--- src/rtl/countdown_timer.sv ---
// countdown_timer: key-driven MM:SS.cc countdown timer for the DE1-SOC board.
// Three raw active-low keys are synchronised and debounced. The user presets
// minutes and seconds, and the count then runs down at 10 ms resolution.
// An alarm is raised when the count reaches zero. All displayed digits are BCD.
// Optional feature macro: COUNTDOWN_AUTO_RELOAD_EN. When it is defined and the
// preset is non-zero, reaching zero reloads the preset and the count keeps running.
module countdown_timer #(
  parameter int TICK_DIV        = 500000,
  parameter int DEBOUNCE_CYCLES = 500000,
  parameter int BLINK_DIV       = 12500000
) (
  input  logic       clk,
  input  logic       reset,
  input  logic       key_set,
  input  logic       key_inc,
  input  logic       key_start_pause,
  output logic [6:0] hex0,
  output logic [6:0] hex1,
  output logic [6:0] hex2,
  output logic [6:0] hex3,
  output logic [6:0] hex4,
  output logic [6:0] hex5,
  output logic       led0,
  output logic       led1,
  output logic       led2,
  output logic       led3,
  output logic       alarm
);

  localparam int DW = $clog2(DEBOUNCE_CYCLES + 1);
  localparam int PW = $clog2(TICK_DIV + 1);
  localparam int BW = $clog2(BLINK_DIV + 1);
  localparam logic [DW-1:0] DEB_LAST   = DW'(DEBOUNCE_CYCLES - 1);
  localparam logic [PW-1:0] TICK_LAST  = PW'(TICK_DIV - 1);
  localparam logic [BW-1:0] BLINK_LAST = BW'(BLINK_DIV - 1);

  typedef enum logic [2:0] {READY, SET_MIN, SET_SEC, RUN, PAUSE, DONE} stateT;

  stateT         r_state, w_stateNext;
  logic [23:0]   r_count, w_countNext, r_preset, w_presetNext, w_countDec;
  logic [PW-1:0] r_presc, w_prescNext;
  logic [BW-1:0] r_blinkCnt;
  logic          r_blinkPhase;
  logic [2:0]    w_keyRaw, r_sync1, r_sync2, r_stable, r_pulse;
  logic [DW-1:0] r_debCnt [3];
  logic          w_setPulse, w_startPulse, w_incPulse, w_blankMin, w_blankSec;
`ifdef COUNTDOWN_AUTO_RELOAD_EN
  logic          w_reloadEvt, r_reloadFlag, r_reloadToggle;
`endif

  // Key bit order {start_pause, inc, set}.
  assign w_keyRaw = {key_start_pause, key_inc, key_set};

  // Set wins over start, and start wins over inc. Lower-priority pulses in the same cycle are lost.
  assign w_setPulse   = r_pulse[0];
  assign w_startPulse = r_pulse[2] & ~r_pulse[0];
  assign w_incPulse   = r_pulse[1] & ~r_pulse[0] & ~r_pulse[2];

  function automatic logic [7:0] incMin(input logic [7:0] m);
    if (m[3:0] == 4'd9) return {((m[7:4] == 4'd9) ? 4'd0 : m[7:4] + 4'd1), 4'd0};
    return {m[7:4], m[3:0] + 4'd1};
  endfunction

  function automatic logic [7:0] incSec(input logic [7:0] s);
    if (s[3:0] == 4'd9) return {((s[7:4] == 4'd5) ? 4'd0 : s[7:4] + 4'd1), 4'd0};
    return {s[7:4], s[3:0] + 4'd1};
  endfunction

  // Digit 0 is the centisecond ones digit and digit 5 is the minute tens digit.
  // The seconds tens digit (index 3) borrows back to 5; every other digit borrows back to 9.
  function automatic logic [23:0] decCount(input logic [23:0] c);
    logic [5:0][3:0] d;
    logic            borrow;
    d      = c;
    borrow = 1'b1;
    for (int i = 0; i < 6; i++) begin
      if (borrow) begin
        if (d[i] != 4'd0) begin
          d[i]   = d[i] - 4'd1;
          borrow = 1'b0;
        end else begin
          d[i] = (i == 3) ? 4'd5 : 4'd9;
        end
      end
    end
    return d;
  endfunction

  function automatic logic [6:0] seg7(input logic [3:0] v);
    case (v)
      4'd0:    return 7'h40;
      4'd1:    return 7'h79;
      4'd2:    return 7'h24;
      4'd3:    return 7'h30;
      4'd4:    return 7'h19;
      4'd5:    return 7'h12;
      4'd6:    return 7'h02;
      4'd7:    return 7'h78;
      4'd8:    return 7'h00;
      4'd9:    return 7'h10;
      default: return 7'h7F;
    endcase
  endfunction

  assign w_countDec = decCount(r_count);

  // Synchronise and debounce each key, then emit a 1-cycle pulse when a press is accepted.
  always_ff @(posedge clk or posedge reset) begin
    if (reset) begin
      r_sync1  <= '1;
      r_sync2  <= '1;
      r_stable <= '1;
      r_pulse  <= '0;
      for (int i = 0; i < 3; i++) r_debCnt[i] <= '0;
    end else begin
      r_sync1 <= w_keyRaw;
      r_sync2 <= r_sync1;
      for (int i = 0; i < 3; i++) begin
        r_pulse[i] <= 1'b0;
        if (r_sync2[i] == r_stable[i]) begin
          r_debCnt[i] <= '0;
        end else if (r_debCnt[i] == DEB_LAST) begin
          r_debCnt[i] <= '0;
          r_stable[i] <= r_sync2[i];
          r_pulse[i]  <= ~r_sync2[i];
        end else begin
          r_debCnt[i] <= r_debCnt[i] + 1'b1;
        end
      end
    end
  end

  // Register the FSM state, the count, the preset and the prescaler.
  always_ff @(posedge clk or posedge reset) begin
    if (reset) begin
      r_state  <= READY;
      r_count  <= '0;
      r_preset <= '0;
      r_presc  <= '0;
    end else begin
      r_state  <= w_stateNext;
      r_count  <= w_countNext;
      r_preset <= w_presetNext;
      r_presc  <= w_prescNext;
    end
  end

  // Next-state logic and count update. A tick's decrement is applied before a pause request takes effect.
  always_comb begin
    w_stateNext  = r_state;
    w_countNext  = r_count;
    w_presetNext = r_preset;
    w_prescNext  = r_presc;
`ifdef COUNTDOWN_AUTO_RELOAD_EN
    w_reloadEvt  = 1'b0;
`endif
    case (r_state)
      READY: begin
        w_prescNext = '0;
        if (w_setPulse) w_stateNext = SET_MIN;
        else if (w_startPulse && (r_count != '0)) w_stateNext = RUN;
      end
      SET_MIN: begin
        w_prescNext = '0;
        if (w_setPulse) w_stateNext = SET_SEC;
        else if (w_incPulse) w_countNext[23:16] = incMin(r_count[23:16]);
      end
      SET_SEC: begin
        w_prescNext = '0;
        if (w_setPulse) begin
          w_stateNext  = READY;
          w_countNext  = {r_count[23:8], 8'h00};
          w_presetNext = {r_count[23:8], 8'h00};
        end else if (w_incPulse) begin
          w_countNext[15:8] = incSec(r_count[15:8]);
        end
      end
      RUN: begin
        if (r_presc == TICK_LAST) begin
          w_prescNext = '0;
          w_countNext = w_countDec;
          if (w_countDec == '0) begin
`ifdef COUNTDOWN_AUTO_RELOAD_EN
            if (r_preset != '0) begin
              w_countNext = r_preset;
              w_reloadEvt = 1'b1;
            end else begin
              w_stateNext = DONE;
            end
`else
            w_stateNext = DONE;
`endif
          end
        end else begin
          w_prescNext = r_presc + 1'b1;
        end
        if (w_startPulse && (w_stateNext == RUN)) w_stateNext = PAUSE;
      end
      PAUSE: begin
        if (w_startPulse) begin
          w_stateNext = RUN;
        end else if (w_setPulse) begin
          w_stateNext = READY;
          w_countNext = r_preset;
          w_prescNext = '0;
        end
      end
      DONE: begin
        w_prescNext = '0;
        if (w_startPulse || w_setPulse) begin
          w_stateNext = READY;
          w_countNext = r_preset;
        end
      end
      default: w_stateNext = READY;
    endcase
  end

  // The blink phase advances only while a field is being edited; otherwise it is cleared.
  always_ff @(posedge clk or posedge reset) begin
    if (reset) begin
      r_blinkCnt   <= '0;
      r_blinkPhase <= 1'b0;
    end else if ((r_state == SET_MIN) || (r_state == SET_SEC)) begin
      if (r_blinkCnt == BLINK_LAST) begin
        r_blinkCnt   <= '0;
        r_blinkPhase <= ~r_blinkPhase;
      end else begin
        r_blinkCnt <= r_blinkCnt + 1'b1;
      end
    end else begin
      r_blinkCnt   <= '0;
      r_blinkPhase <= 1'b0;
    end
  end

`ifdef COUNTDOWN_AUTO_RELOAD_EN
  // Record each reload: one flag for the 1-clk alarm pulse, and a toggle bit that drives led3.
  always_ff @(posedge clk or posedge reset) begin
    if (reset) begin
      r_reloadFlag   <= 1'b0;
      r_reloadToggle <= 1'b0;
    end else begin
      r_reloadFlag <= w_reloadEvt;
      if (w_reloadEvt) r_reloadToggle <= ~r_reloadToggle;
      else if ((r_state != RUN) && (r_state != PAUSE)) r_reloadToggle <= 1'b0;
    end
  end
`endif

  assign w_blankMin = (r_state == SET_MIN) && !r_blinkPhase;
  assign w_blankSec = (r_state == SET_SEC) && !r_blinkPhase;

  // Registered display and LED outputs, which lag the state and count by one cycle.
  always_ff @(posedge clk or posedge reset) begin
    if (reset) begin
      hex0  <= 7'h40;
      hex1  <= 7'h40;
      hex2  <= 7'h40;
      hex3  <= 7'h40;
      hex4  <= 7'h40;
      hex5  <= 7'h40;
      led0  <= 1'b0;
      led1  <= 1'b0;
      led2  <= 1'b0;
      led3  <= 1'b0;
      alarm <= 1'b0;
    end else begin
      hex5  <= w_blankMin ? 7'h7F : seg7(r_count[23:20]);
      hex4  <= w_blankMin ? 7'h7F : seg7(r_count[19:16]);
      hex3  <= w_blankSec ? 7'h7F : seg7(r_count[15:12]);
      hex2  <= w_blankSec ? 7'h7F : seg7(r_count[11:8]);
      hex1  <= seg7(r_count[7:4]);
      hex0  <= seg7(r_count[3:0]);
      led0  <= (r_state == SET_MIN) || (r_state == SET_SEC);
      led1  <= (r_state == RUN);
      led2  <= (r_state == PAUSE);
`ifdef COUNTDOWN_AUTO_RELOAD_EN
      led3  <= (r_state == DONE) || r_reloadToggle;
      alarm <= (r_state == DONE) || r_reloadFlag;
`else
      led3  <= (r_state == DONE);
      alarm <= (r_state == DONE);
`endif
    end
  end

endmodule

--- config.mk ---
export PLATFORM = sky130hd
export DESIGN_NAME = countdown_timer
export DESIGN_NICKNAME = d
export VERILOG_FILES = /design/src/rtl/countdown_timer.sv
export SDC_FILE = /design/constraint.sdc
export NUM_CORES = 1
export LEC_CHECK = 0
export CORE_ASPECT_RATIO = 1.25
export CORE_MARGIN = 2
export CORE_UTILIZATION = 46
export DETAILED_ROUTE_END_ITERATION = 7
export HOLD_SLACK_MARGIN = 0.15
export SLEW_MARGIN = 20
export SYNTH_ARGS = -nofsm -noshare
export SYNTH_HDL_FRONTEND = slang
export SYNTH_SLANG_ARGS = --single-unit
export TNS_END_PERCENT = 50
--- constraint.sdc ---
create_clock -name clk -period 10.25 [get_ports clk]
set_input_delay 2.5625 -clock clk [delete_from_list [all_inputs] [get_ports clk]]
set_output_delay 2.5625 -clock clk [all_outputs]
set_load 0.005 [all_outputs]
==> out/qor.yml, run 1 <==
logic_synthesis:
  ys_seq_area_share_pct: 48.0
  yosys_most_used_dff: "dfrtp_1"
  syn_inst: 1093
  synth_edf_count: 0
  synth_cell_types: 81
  syn_area_mm2: 0.0106
  ys_ff_latch: 202
  synth_top_area_share_pct: 44.2
  async_flop_share_pct: 100
  yosysWarnings: 0
  syn_nets: 1134
  yosys.area.top_type: "dfrtp_1"
  synth_area_leaders: "dfrtp_1 (44%), nor2_1 (6.2%), xor2_1 (4.7%)"
  syn_area_per_cell_um2: 9.68
global_route:
  antenna_found_initial: 0
  overflow: 0
  grt_pass1_wl_mm: 38.4
  grt_pass1_vias: 7692
  grt_use_total_pct: 18.7
  grt_max_degree: 148
finish:
  drive_gt1_share_pct: 9.81
  seqCellArea_mm2: 0.00507
  stdcell_area_mm2: 0.0120
  syn2layout_area_growth_pct: 13.8
  fin_nets: 1166
  fillerInstances: 2135
  n_antenna_cell: 0
  multi_input_area_mm2: 0.00517
power_and_ir_drop:
  combPwrFrac_pct: 1.6
  p_sw_mw: 0.352
  internal-power_mw: 1.31
  powerDensity_mw_per_mm2: 138
  clkPwrFrac_pct: 49.9
  seqPwrFrac_pct: 48.5
  p_leak_nw: 5.29
  switching_share_pct: 21.2
  ir_worst_vdd_mv: 0.139
cts:
  clock_sinks: 202
  clk_path_buf_depth: 3
  path_clk_slew_ps: 60
  ctsResizeCount: 0
  cts_setup_buffers: 0
  numCtsBuffers: 23
  insertion_delay_ps: 510
  cts_tree: "yes"
  clockRootBuffer: "clkbuf_16"
  cts_hold_buf: 0
  h-tree-depth: 1
worst_setup_path:
  critPathTopFamily: "flip-flops"
  setup.worst_path.start_class: "register"
  path_max_fanout: 1
  criticalPathCategory: "reg2out"
  cp.depth: 1
  cp.buffers_inverters: 1
  rr_startpoint: "r_count[1]"
  critPathArrivalTime_ps: 1510
  crit_path_top_delay_cell: "dfstp_2"
  slowest_delay_ps: 520
  crit_path_end: "hex5[6]"
  crit_required_ps: 7690
  r2r-end: "r_state[1]"
  rrSetupSlack_ps: 7100
  reg2regPathDepth: 8
  critPathLaunch: "hex5[6]"
  crit_chain: "clkdlybuf4s50_1"
  end_kind: "output port"
placed_design:
  post-dp-hpwl_mm: 14.4
  io_buffers: 51
  place_congestion: 0.825
  dpl_cell_area_mm2: 0.0113
timing:
  min_period_ps: 4070
  post-route-period-util_pct: 39.7
  skew_ps: 14.3
  hold_viol_final: 0
  maxSlewViolCount: 0
  setup_tns_ps: 0
  setup_violations: 0
  rsz0062_at_grt: "false"
  fmax_ghz: 0.246
  max-slew-margin-rel_pct: 35.6
  tightest_slew_ps: 962
die:
  core_mm2: 0.0228
  die_w_um: 140
  die-area_mm2: 0.0242
  ioPinCount: 52
  initial_core_util_pct: 46.4
  rows: 62
  die_h_um: 174
drt:
  drc: 0
  wirelength_mm: 21.9
  ant_nets: 0
  vias_per_cell: 5.48
  dr.pass1.iters: 5
  drtIter0Drc: 423
  routedWlPerCell_um: 15.3
  vias: 7843
job:
  drv_cap: 0
run_status:
  status: "finished clean"
min_path:
  hold_class: "reg2reg"
==> stage by stage <==
| stage | setup WS (ps) | power (mW) | util [%] | hold slack (ps) | std cells |
|---|---|---|---|---|---|
| finish | 6180 | 1.66 | 52.8 | 353 | 1430 |
| global route | 6130 | 1.74 | 52.8 | 359 | 1430 |
| CTS | 6150 | 1.69 | 52.7 | 357 | 1430 |
| detailed placement | 5610 | 0.849 | 49.4 | 347 | 1388 |
| global placement | 5630 | 0.849 | 49.4 | 346 | 1388 |
| floorplan | 2200 | 0.840 | - | 345 | 1093 |
==> registers in the layout (all words and copies together) (netlist names), 16 cells and up <==
name and cells:
r_blinkCnt 24, r_count 24, r_debCnt 57, r_presc 19, r_preset 16
==> worst min-delay path by stage <==
| stage | to | start | cells after the start | slack (ps) |
|---|---|---|---|---|
| finish | r_sync2[0] | r_sync1[0] | 0 | 350 |
| global route | r_sync2[0] | r_sync1[0] | 0 | 360 |
| CTS | r_sync2[1] | r_sync1[1] | 0 | 360 |
| detailed placement | r_sync2[0] | r_sync1[0] | 0 | 350 |
| global placement | r_sync2[0] | r_sync1[0] | 0 | 350 |
| floorplan | r_sync2[0] | r_sync1[0] | 0 | 350 |
==> Yosys cell counts (8+ instances only) <==
cell type / count
o21ai_1: 11
dfstp_2: 15
nand2b_1: 11
mux2_2: 21
dfrtp_1: 187
and3_1: 28
o21ai_0: 64
nand4_1: 28
and4_1: 8
buf_2: 18
clkbuf_1: 25
xor2_1: 57
inv_1: 30
o31ai_1: 11
nand3_1: 51
a21oi_1: 34
ha_1: 36
nor2_1: 175
nand2_1: 81
nor3_1: 19
xnor2_1: 37
==> area by class of cell <==
class,count,share of cell area [%]
multi-input combinational,812,42.9
tap,288,2.99
timing repair buffer,53,4.37
sequential,202,42.2
inverter,33,1.13
clock buffer,33,5.51
clock inverter,9,0.904
==> routing by layer <==
metal	track usage (%)	vias to the layer above	share of wire, %
met3	2.57	41	3.6
met4	5.58	0	2.5
met2	31.3	144	48
met5	0	-	0
met1	25.5	3794	46
li1	-	3864	-
==> layout by cell type, fill, tap and decap left out, types with 15 or more instances in the layout <==
cell,n
dfrtp_1,187
nor2_1,175
nand2_1,81
o21ai_0,64
xor2_1,57
nand3_1,51
clkdlybuf4s50_1,51
xnor2_1,37
ha_1,36
a21oi_1,34
inv_1,29
and3_1,28
nand4_1,28
clkbuf_16,23
mux2_2,21
nor3_1,19
dfstp_2,15
==> power groups by stage <==
| stage | Combinational [mW] | Clock [mW] | Sequential [mW] |
|---|---|---|---|
| floorplan | 0.0205 | 0 | 0.820 |
| global placement | 0.0283 | 0 | 0.820 |
| detailed placement | 0.0286 | 0 | 0.821 |
| CTS | 0.0287 | 0.858 | 0.806 |
| global route | 0.0333 | 0.898 | 0.806 |
| finish | 0.0269 | 0.829 | 0.806 |
==> kinds of logic after synthesis <==
family | synth area share (%)
XOR/XNOR | 7.79
adder cells (fa/ha/maj) | 4.26
AO/OA/AOI/OAI | 10.5
multiplexers | 2.95
flip-flops | 48.0
buffers and inverters | 3.16
AND/OR/NAND/NOR | 23.3
(Power assumes the default switching activity.)
==> run 2: changes to the inputs <==
- clock period: 10.25 -> 4.2 ns (I/O delays scaled with it)
==> out/qor.yml, run 2 (synthesis gave the netlist of run 1 again) <==
cts:
  numCtsBuffers: 23  # unchanged
  clk_path_buf_depth: 3  # unchanged
  h-tree-depth: 1  # unchanged
  ctsResizeCount: 0  # unchanged
  cts_tree: "yes"  # unchanged
  clockRootBuffer: "clkbuf_16"  # unchanged
  clock_sinks: 202  # unchanged
  path_clk_slew_ps: 60  # about the same
  insertion_delay_ps: 520  # was 510 ps
  cts_setup_buffers: 0  # unchanged
  cts_hold_buf: 0  # unchanged
power_and_ir_drop:
  p_leak_nw: 5.33  # was 5.29 nW
  combPwrFrac_pct: 1.7  # was 1.6%
  clkPwrFrac_pct: 50.3  # was 49.9%
  internal-power_mw: 3.24  # was 1.31 mW
  powerDensity_mw_per_mm2: 338  # was 138 mW/mm²
  p_sw_mw: 0.861  # was 0.352 mW
  ir_worst_vdd_mv: 0.358  # was 0.139 mV
  seqPwrFrac_pct: 48.0  # was 48.5%
  switching_share_pct: 21.0  # was 21.2%
timing:
  skew_ps: 16.9  # was 14.3 ps
  max-slew-margin-rel_pct: 41.8  # was 35.6%
  rsz0062_at_grt: "false"  # unchanged
  setup_violations: 0  # unchanged
  setup_tns_ps: 0  # unchanged
  tightest_slew_ps: 866  # was 962 ps
  setup_ws_ps: 1580  # was 6180 ps
  maxSlewViolCount: 0  # unchanged
  hold_viol_final: 0  # unchanged
  post-route-period-util_pct: 62.5
  min_period_ps: 2620
  fmax_ghz: 0.381
global_route:
  overflow: 0  # unchanged
  grt_pass1_vias: 7848  # was 7692
  grt_use_total_pct: 18.9  # was 18.7%
  grt_pass1_wl_mm: 38.5  # was 38.4 mm
  grt_max_degree: 76  # was 148
  antenna_found_initial: 0  # unchanged
finish:
  syn2layout_area_growth_pct: 14.5  # was 13.8%
  fin_nets: 1171  # was 1166
  final_common_cell: "dfrtp_1"  # unchanged
  final_cell_mix: "dfrtp_1 (187), nor2_1 (175), nand2_1 (81)"  # unchanged
  final_cells: 1435  # was 1430
  reg.largest.list: "r_debCnt x57, r_blinkCnt x24, r_count x24"  # unchanged
  largest-register: "r_debCnt"  # unchanged
  drive_gt1_share_pct: 10.2  # was 9.81%
  largest_register_ffs: 57  # unchanged
  n_antenna_cell: 0  # unchanged
min_path:
  hold_class: "reg2reg"  # unchanged
  worstHoldStart: "r_sync1[1]"  # was r_sync1[0]
  whs_endpoint: "r_sync2[1]"  # was r_sync2[0]
  whs_path_depth: 0  # unchanged
die:
  ioPinCount: 52  # unchanged
  die_h_um: 174  # unchanged
  rows: 62  # unchanged
  die_w_um: 140  # unchanged
  initial_core_util_pct: 46.4  # unchanged
  core_mm2: 0.0228  # unchanged
  die-area_mm2: 0.0242  # unchanged
placed_design:
  io_buffers: 51  # unchanged
  place_ws_ps: 1610  # was 5610 ps
  post-dp-hpwl_mm: 15.3  # was 14.4 mm
  post-place-cells: 1393  # was 1388
  place_congestion: 0.894  # was 0.825
worst_setup_path:
  crit_required_ps: 4600  # was 7690 ps
  r2r-end: "r_state[1]"  # unchanged
  rrSetupSlack_ps: 1580  # was 7100 ps
  reg2regPathDepth: 8  # unchanged
  rr_startpoint: "r_count[4]"  # was r_count[1]
  critPathArrivalTime_ps: 3020  # was 1510 ps
  end_kind: "register"  # was output port
  criticalPathCategory: "reg2reg"  # was reg2out
  path_max_fanout: 8  # was 1
  setup.worst_path.start_class: "register"  # unchanged
drt:
  vias: 7924  # was 7843
  drtIter0Drc: 458  # was 423
  dr.pass1.iters: 5  # unchanged
  drc: 0  # unchanged
  ant_nets: 0  # unchanged
  routedWlPerCell_um: 15.7  # was 15.3 µm
  vias_per_cell: 5.52  # was 5.48
  wirelength_mm: 22.5  # was 21.9 mm
job:
  drv_cap: 0  # unchanged
run_status:
  status: "finished clean"  # unchanged
[run 2: final cells by class]
| class | count | area (µm²) |
|---|---|---|
| Clock buffer | 35 | 691 |
| Multi-Input combinational cell | 812 | 5170 |
| Timing Repair Buffer | 58 | 588 |
| Clock inverter | 7 | 97.6 |
| Fill cell | 2145 | 10700 |
| Sequential cell | 202 | 5070 |
| Tap cell | 288 | 360 |
| Inverter | 33 | 128 |
[run 2: power by group through the flow]
stage / registers [mW] / logic, mW / clock network (mW)
final: 1.97 / 0.0695 / 2.06
after floorplan: 2.00 / 0.0503 / 0
after global placement: 2.00 / 0.0733 / 0
after detailed placement: 2.00 / 0.0740 / 0
after CTS: 1.97 / 0.0745 / 2.13
after global routing: 1.97 / 0.0841 / 2.21
[run 2: metrics by stage]
step | hold WS, ps | util [%] | power [mW] | cell area [µm²]
3_3_place_gp | 347 | 49.6 | 2.08 | 11300
6_report | 356 | 53.1 | 4.10 | 12100
5_1_grt | 365 | 53.1 | 4.26 | 12100
4_1_cts | 356 | 53.1 | 4.17 | 12100
3_5_place_dp | 347 | 49.6 | 2.08 | 11300
2_1_floorplan | 345 | - | 2.05 | 10600
[run 2: worst max path at each step]
stage	startpoint	endpoint
floorplan	reset	alarm
finish	r_count[4]	r_state[1]
detailed placement	r_count[4]	r_state[1]
CTS	r_count[4]	r_state[1]
global placement	r_count[12]	r_state[1]
global route	r_count[4]	r_state[1]
[run 2: routing by layer]
| metal | track usage, % | share of wire (%) | vias to the layer above |
|---|---|---|---|
| li1 | - | - | 3881 |
| met3 | 2.73 | 4.0 | 50 |
| met4 | 6.75 | 3.1 | 0 |
| met2 | 32.3 | 49 | 171 |
| met1 | 24.5 | 44 | 3822 |
| met5 | 0 | 0 | - |
[run 2: critical path, cell delays in order (launching register included)]
cell       delay (ps)
dfrtp_1           470
inv_1             140
ha_1              280
nor3b_2           450
nand4_1           310
nor4b_2           350
a2bb2oi_1         240
and3_1            200
o22ai_2            70
==> run 3: changes to the inputs <==
- clock period: 4.2 -> 2.5 ns (I/O delays scaled with it)
==> out/qor.yml, run 3 (synthesis gave the netlist of run 1 again) <==
timing:
  min_period_ps: 2290  # was 2620 ps
  skew_ps: 11.8  # was 16.9 ps
  max-slew-margin-rel_pct: 41.6  # was 41.8%
  setup_violations: 0  # unchanged
  fmax_ghz: 0.436  # was 0.381 GHz
  maxSlewViolCount: 0  # unchanged
  hold_viol_final: 0  # unchanged
  tightest_slew_ps: 869  # was 866 ps
  rsz0062_at_grt: "false"  # unchanged
  setup_ws_ps: 207  # was 1580 ps
  setup_tns_ps: 0  # unchanged
  post-route-period-util_pct: 91.7  # was 62.5%
drt:
  drtIter0Drc: 451  # was 458
  routedWlPerCell_um: 15.7  # about the same
  vias: 8081  # was 7924
  met3_length_um: 965  # was 903 µm
  dr.pass1.iters: 6  # was 5
  drc: 0  # unchanged
  highest_layer: "met4"  # unchanged
  wirelength_mm: 23.2  # was 22.5 mm
  met1Wirelength_mm: 10.1  # was 9.82 mm
  dr_wl_met2_mm: 11.5  # was 11.1 mm
  vias_per_cell: 5.47  # was 5.52
  ant_nets: 0  # unchanged
worst_setup_path:
  path_max_fanout: 7  # was 8
  crit_required_ps: 2890  # was 4600 ps
  critPathArrivalTime_ps: 2680  # was 3020 ps
  setup.worst_path.start_class: "register"  # unchanged
  criticalPathCategory: "reg2reg"  # unchanged
  end_kind: "register"  # unchanged
finish:
  final_cell_mix: "dfrtp_1 (187), nor2_1 (175), nand2_1 (81)"  # unchanged
  utilization_pct: 54.8  # was 53.1%
  drive_gt1_share_pct: 13.5  # was 10.2%
  fin_nets: 1214  # was 1171
  largest_register_ffs: 57  # unchanged
  reg.largest.list: "r_debCnt x57, r_blinkCnt x24, r_count x24"  # unchanged
  final_common_cell: "dfrtp_1"  # unchanged
  syn2layout_area_growth_pct: 18.2  # was 14.5%
  n_antenna_cell: 0  # unchanged
  largest-register: "r_debCnt"  # unchanged
die:
  ioPinCount: 52  # unchanged
  die-area_mm2: 0.0242  # unchanged
  rows: 62  # unchanged
  die_h_um: 174  # unchanged
  core_mm2: 0.0228  # unchanged
  initial_core_util_pct: 46.4  # unchanged
  die_w_um: 140  # unchanged
global_route:
  grt_use_total_pct: 19.4  # was 18.9%
  grt_max_degree: 42  # was 76
  overflow: 0  # unchanged
  grt_pass1_vias: 8023  # was 7848
  grt_pass1_wl_mm: 39.4  # was 38.5 mm
  antenna_found_initial: 0  # unchanged
job:
  drv_cap: 0  # unchanged
cts:
  cts_tree: "yes"  # unchanged
  clk_path_buf_depth: 3  # unchanged
  cts_setup_buffers: 0  # unchanged
  path_clk_slew_ps: 60  # about the same
  insertion_delay_ps: 510  # was 520 ps
  clockRootBuffer: "clkbuf_16"  # unchanged
  numCtsBuffers: 23  # unchanged
  clock_sinks: 202  # unchanged
  h-tree-depth: 1  # unchanged
min_path:
  hold_class: "reg2reg"  # unchanged
power_and_ir_drop:
  switching_share_pct: 20.2  # was 21.0%
  ir_worst_vdd_mv: 0.502  # was 0.358 mV
  clkPwrFrac_pct: 51.1  # was 50.3%
  internal-power_mw: 5.61  # was 3.24 mW
  p_sw_mw: 1.42  # was 0.861 mW
  combPwrFrac_pct: 1.8  # was 1.7%
  p_leak_nw: 5.57  # was 5.33 nW
  seqPwrFrac_pct: 47.1  # was 48.0%
  powerDensity_mw_per_mm2: 562  # was 338 mW/mm²
placed_design:
  post-dp-hpwl_mm: 16.3  # was 15.3 mm
  place_congestion: 0.894  # about the same
  io_buffers: 51  # unchanged
  place_ws_ps: 117  # was 1610 ps
run_status:
  status: "finished clean"  # unchanged
[run 3: power by group through the flow]
stage	registers [mW]	clock network [mW]	logic, mW
5_1_grt	3.31	3.86	0.154
6_report	3.31	3.59	0.129
2_1_floorplan	3.36	0	0.0845
3_3_place_gp	3.36	0	0.135
3_5_place_dp	3.36	0	0.138
4_1_cts	3.31	3.70	0.138
[run 3: stage by stage]
step	hold slack [ps]	area, µm²	instances	power [mW]
detailed placement	347	11700	1436	3.50
global placement	346	11700	1436	3.50
finish	355	12500	1477	7.03
floorplan	345	10600	1093	3.45
global route	358	12500	1477	7.32
CTS	356	12500	1477	7.15
[run 3: per-layer routing]
layer	GRT usage [%]	vias up
met5	0	-
met4	6.25	0
met3	2.98	42
met2	33.7	183
met1	25.0	3895
li1	-	3961
[run 3: final cells by class]
class	instances	area, µm²
multi-input cells	812	5180
clock inverters	6	130
well taps	288	360
inverters	33	128
fillers	2084	10300
flip-flops and latches	202	5070
clock buffers	35	681
repair buffers	101	948
[run 3: worst max-delay path: stages (launching register included)]
cell	delay, ps
dfrtp_1	380
inv_1	120
ha_1	280
nor3b_4	380
nand4_1	190
nor4b_2	310
a2bb2oi_1	230
and3_1	210
o22ai_2	80
[run 3: worst paths after layout]
path                             start    endpoint  slack [ps]  cells past startpoint
max                        r_count[12]  r_state[1]         210                      8
min in group asynchronous        reset  r_presc[7]         500                      2
min                         r_sync1[0]  r_sync2[0]         350                      0
max reg2reg                r_count[12]  r_state[1]         210                      8
max in group asynchronous        reset  r_sync2[0]        1380                      3
min reg2reg                 r_sync1[0]  r_sync2[0]         350                      0
[run 3: timing repair]
action | in CTS | in global routing
endpoints found under the setup margin | 0 | 6
hold buffers | 0 | 0
hold endpoints to repair | 0 | 0
gates resized for setup | 0 | 3
